File: config.mk
export PLATFORM = sky130hd
export DESIGN_NAME = clk_switch_ctrl
export DESIGN_NICKNAME = d
export VERILOG_FILES = /design/src/rtl/clk_switch_ctrl.sv
export SDC_FILE = /design/constraint.sdc
export NUM_CORES = 1
export LEC_CHECK = 0
export BUFFER_PORTS_ARGS = -buffer_cell sky130_fd_sc_hd__buf_2
export CORE_ASPECT_RATIO = 1.5
export CORE_MARGIN = 2
export CORE_UTILIZATION = 35
export CTS_BUF_LIST = sky130_fd_sc_hd__clkbuf_16
export CTS_CLUSTER_DIAMETER = 200
export DETAILED_ROUTE_END_ITERATION = 6
export PLACE_DENSITY_LB_ADDON = 0.3
export SYNTH_ARGS = -nofsm -noshare
export SYNTH_HDL_FRONTEND = slang
export SYNTH_SLANG_ARGS = --single-unit
File: constraint.sdc
create_clock -name aclk -period 1.6 [get_ports aclk]
set_input_delay 0.32 -clock aclk [delete_from_list [all_inputs] [get_ports aclk]]
set_output_delay 0.32 -clock aclk [all_outputs]
set_load 0.02 [all_outputs]
File: src/rtl/clk_switch_ctrl.sv
// Break-before-make clock source switch controller: drives one-hot clock enables
// for N global buffers and inserts a programmable all-off gap on every change.
module clk_switch_ctrl #(
  parameter int NUM_CLKS    = 4,
  parameter int SEL_W       = $clog2(NUM_CLKS),
  parameter int DEAD_CYCLES = 8,
  parameter int DEFAULT_SEL = 0
) (
  input  logic                aclk,
  input  logic                areset,
  input  logic [SEL_W-1:0]    sel_req,
  input  logic                sel_valid,
  output logic                sel_ready,
  output logic [NUM_CLKS-1:0] clk_ce,
  output logic [SEL_W-1:0]    active_sel,
  output logic                busy,
  output logic                switch_done,
  output logic                sel_err
);

  localparam int CNT_W = $clog2(DEAD_CYCLES + 1);
  localparam int MAP_W = 1 << SEL_W;
  // Bit i is set when index i names a real clock source.
  localparam logic [MAP_W-1:0] VALID_MAP = {MAP_W{1'b1}} >> (MAP_W - NUM_CLKS);
  localparam logic [SEL_W-1:0] DEF_SEL   = SEL_W'(DEFAULT_SEL);

  typedef enum logic {RUN, GAP} state_t;

  state_t           state;
  logic [SEL_W-1:0] target;
  logic [CNT_W-1:0] dead_cnt;

  function automatic logic [NUM_CLKS-1:0] onehot(input logic [SEL_W-1:0] idx);
    logic [NUM_CLKS-1:0] v;
    v = '0;
    v[idx] = 1'b1;
    return v;
  endfunction

  assign sel_ready = (state == RUN);

  // The counter is loaded with DEAD_CYCLES on accept and the new enable is
  // raised on the edge where it reads 1, giving exactly DEAD_CYCLES dark cycles.
  always_ff @(posedge aclk) begin
    if (areset) begin
      state       <= RUN;
      clk_ce      <= onehot(DEF_SEL);
      active_sel  <= DEF_SEL;
      target      <= DEF_SEL;
      dead_cnt    <= '0;
      busy        <= 1'b0;
      switch_done <= 1'b0;
      sel_err     <= 1'b0;
    end else begin
      switch_done <= 1'b0;
      sel_err     <= 1'b0;
      case (state)
        RUN: begin
          if (sel_valid) begin
            if (!VALID_MAP[sel_req]) begin
              sel_err <= 1'b1;
            end else if (sel_req == active_sel) begin
              switch_done <= 1'b1;
            end else begin
              target   <= sel_req;
              clk_ce   <= '0;
              dead_cnt <= CNT_W'(DEAD_CYCLES);
              busy     <= 1'b1;
              state    <= GAP;
            end
          end
        end
        GAP: begin
          if (dead_cnt == CNT_W'(1)) begin
            clk_ce      <= onehot(target);
            active_sel  <= target;
            switch_done <= 1'b1;
            busy        <= 1'b0;
            state       <= RUN;
          end else begin
            dead_cnt <= dead_cnt - CNT_W'(1);
          end
        end
        default: state <= RUN;
      endcase
    end
  end

endmodule

==> results.md <==
- Final nets: 109
- Core Box Area: approximately 2100 sq um
- Final wirelength: ~1500 um
- Hold Path Class: in2reg
- P per Cell Area: about 1100 nW/um^2
- Crit path time final: roughly 1.5 ns
- Seq/Total Area, Yosys: 0.393
- Initial antenna violation count: 0
- CP Launch Type: flip-flop
- Horiz. Die Dim: 42.1 um
- IO Count: 15
- Starting Density: 0.372
- ANT cells: 0
- WL/cell: approximately 12 um
- Critical-path cell list: inv_1 -> ha_1 -> or3b_4 -> a211o_1 -> o22ai_2
- DRT Pass-1 Iters: 5
- Critical-path top delay cell: or3b_4
- WHS Path Cells: 3
- Warnings, synthesis: 0
- FF+latch count, synth: 15
- Final slew viol count: 0
- Endpoints failing hold: 0
- CTS sink cnt: 15
- Max Freq: 662 MHz
- Clock buffers created by TritonCTS: 3
- Post-CTS Repair Setup Buffers: 0
- Via density: between 5 and 6
- Layout cells sized above 1: 0.228
- Largest net degree at the start of global routing: 20
- Vias in the first global route: ~640
- CP peak stage delay: 0.42 ns
- Pwr Total: around 1.1 mW
- Pleak: about 0.38 nW
- Fin area: roughly 930 sq um
- # rows: 20
- Status: completed
- Worst Reg-to-Reg Cells: 5
- Gate Count Post-Synth: between 80 and 90
- Bufs on Longest Clock Path: 2
- Detail Route Antenna Nets: 0
- Final clock skew: approximately 0.0025 ns
- DP Area: between 800 and 900 sq um
- Synth cell types: 29
- RSZ-0062 raised after global routing: false
- Period utilization: 0.944
- Final Setup Violations: 0
- Worst r2r dst: dead_cnt[0]
- Vias: 649
- GPL Wtd Cong: approximately 0.77
- Reg2Reg Setup Slack: roughly 0.09 ns
- Mapped Area: 763 sq um
- CP max FO: 5
- Hold endpoint: target[1]
- Total track usage: 0.138
- Max IR drop VDD: ~0.00052 V
- # H-tree levels: 1
- CTS tree: yes
- Die ar.: 2580 sq um
- Hold wc startpoint: sel_req[1]
- Worst EP arrival: roughly 1.7 ns
- Area delta synth->final: 22.5%
- Global-route wire length before repair: 2620 um
- Critical path endpoint category: flip-flop
- Fin Setup TNS: 0 ns
- Reg-to-reg startpoint: dead_cnt[1]
- Max_cap viols: 0
- Clock tree root driver cell: clkbuf_16
- DR iter-0 viols: 16
- Worst skew pair latency: roughly 0.24 ns
- Hpwl dp: about 1100 um
- DR DRC count: 0
- IO Port Bufs: 13
- CP Data Required Time: about 1.8 ns
- WS Path Type: reg2reg
- GRT Residual Overflow: 0
- Number of buffers inserted by hold repair at cts: 0
- Clk slew on worst S/H paths: ~0.05 ns
- Die height: ~61 um
- Syn nets: 93
- Avg Inst Size Synth: about 9 sq um
[power by group]
part | leakage (nW) | switching (mW) | internal (mW)
Combinational | 0.214 | 0.0928 | 0.0771
Clock | 0.0423 | 0.142 | 0.330
Sequential | 0.123 | 0.0277 | 0.401
[metal layers]
| metal | GRT usage | vias up | routed length (um) |
|---|---|---|---|
| li1 | - | 334 | - |
| met1 | 0.131 | 301 | 614 |
| met2 | 0.248 | 12 | 799 |
| met3 | 0.0381 | 2 | 61 |
| met4 | 0.121 | 0 | 15 |
| met5 | 0 | - | 0 |
[cell usage in the layout, fill, tap and decap left out, types with 2 or more instances in the layout]
cell type and instances:
buf_4 3, buf_2 13, nand4_1 2, xnor2_1 2
nand2b_1 8, mux2i_1 5, inv_1 5, a311oi_1 3
nand2_1 5, dfxtp_1 15, a31oi_1 3, clkbuf_16 3
a211oi_1 2, nor2_1 5, ha_1 2, nor2b_1 3
nand3_1 3, a21oi_1 7
[worst max-delay path by stage]
| stage | from | endpoint |
|---|---|---|
| floorplan | dead_cnt[1] | dead_cnt[0] |
| global placement | dead_cnt[1] | clk_ce[1] |
| detailed placement | dead_cnt[1] | clk_ce[1] |
| CTS | dead_cnt[1] | clk_ce[1] |
| global route | dead_cnt[0] | dead_cnt[0] |
| finish | dead_cnt[1] | dead_cnt[0] |
[repair_timing]
item	4_1_cts	5_1_grt
hold endpoints to repair	0	0
setup endpoints to repair	0	5
resized for setup	0	2
[cells by family (layout without fill, tap and decap cells)]
| family | Yosys count | after routing | share of synthesized area |
|---|---|---|---|
| AOI/OAI and AO/OA | 20 | 20 | 0.185 |
| xor gates and xnor gates | 2 | 2 | 0.0230 |
| adders and majority gates | 2 | 2 | 0.0328 |
| buffers and inverters | 9 | 24 | 0.0541 |
| DFF | 15 | 15 | 0.393 |
| muxes | 5 | 5 | 0.0656 |
| other | 1 | 1 | 0.00491 |
| and+or+nand+nor | 32 | 32 | 0.241 |
[layout make-up]
| cell class | count | area [sq um] |
|---|---|---|
| fill | 197 | 1120 |
| clock buffer | 3 | 75.1 |
| sequential | 15 | 300 |
| clock inverter | 1 | 3.75 |
| multi-input combinational | 62 | 425 |
| timing repair buffer | 16 | 87.6 |
| inverter | 4 | 15.0 |
| tap | 22 | 27.5 |
[state kept, by name, summed over array words and instances, names as in the netlist]
name         flops
active_sel       2
busy             1
clk_ce           4
dead_cnt         4
state            1
switch_done      1
target           2
[metrics by stage]
step,util,hold WS (ns),std cells,setup WS (ns)
floorplan,-,0.476,86,0.185
global placement,0.415,0.479,119,0.114
global route,0.455,0.392,123,0.0255
CTS,0.454,0.365,123,0.00652
finish,0.455,0.365,123,0.0897
detailed placement,0.415,0.461,119,0.0145
[cells in the mapped netlist]
| cell type | instances | share of area |
|---|---|---|
| mux2i_1 | 5 | 0.066 |
| nand2_1 | 5 | 0.025 |
| ha_1 | 2 | 0.033 |
| nand2b_1 | 8 | 0.066 |
| a211o_1 | 1 | 0.011 |
| and4bb_1 | 1 | 0.016 |
| nand4b_1 | 1 | 0.011 |
| o211ai_1 | 1 | 0.0098 |
| inv_1 | 4 | 0.020 |
| or2_2 | 1 | 0.0082 |
| o22ai_2 | 1 | 0.016 |
| or3b_4 | 1 | 0.015 |
| nor2_1 | 5 | 0.025 |
| conb_1 | 1 | 0.0049 |
| dfxtp_1 | 15 | 0.39 |
| clkbuf_1 | 3 | 0.015 |
| a211oi_1 | 2 | 0.020 |
| buf_4 | 2 | 0.020 |
| a311oi_1 | 3 | 0.034 |
| xnor2_1 | 2 | 0.023 |
| a21o_1 | 1 | 0.0098 |
| a21oi_1 | 7 | 0.046 |
| nand3_1 | 3 | 0.020 |
| nor2b_1 | 3 | 0.025 |
| or2_1 | 1 | 0.0082 |
| a31oi_1 | 3 | 0.025 |
| a32o_1 | 1 | 0.013 |
| nand4_1 | 2 | 0.016 |
| nor3_1 | 1 | 0.0066 |
[critical path, delay by kind of cell, from the launching register on]
family                   cells  cell delay (ns)
flip-flops                   1             0.31
adder cells (fa/ha/maj)      1             0.18
AO/OA/AOI/OAI                2             0.44
AND/OR/NAND/NOR              1             0.42
buffers and inverters        1             0.09
(Power assumes the default switching activity.)
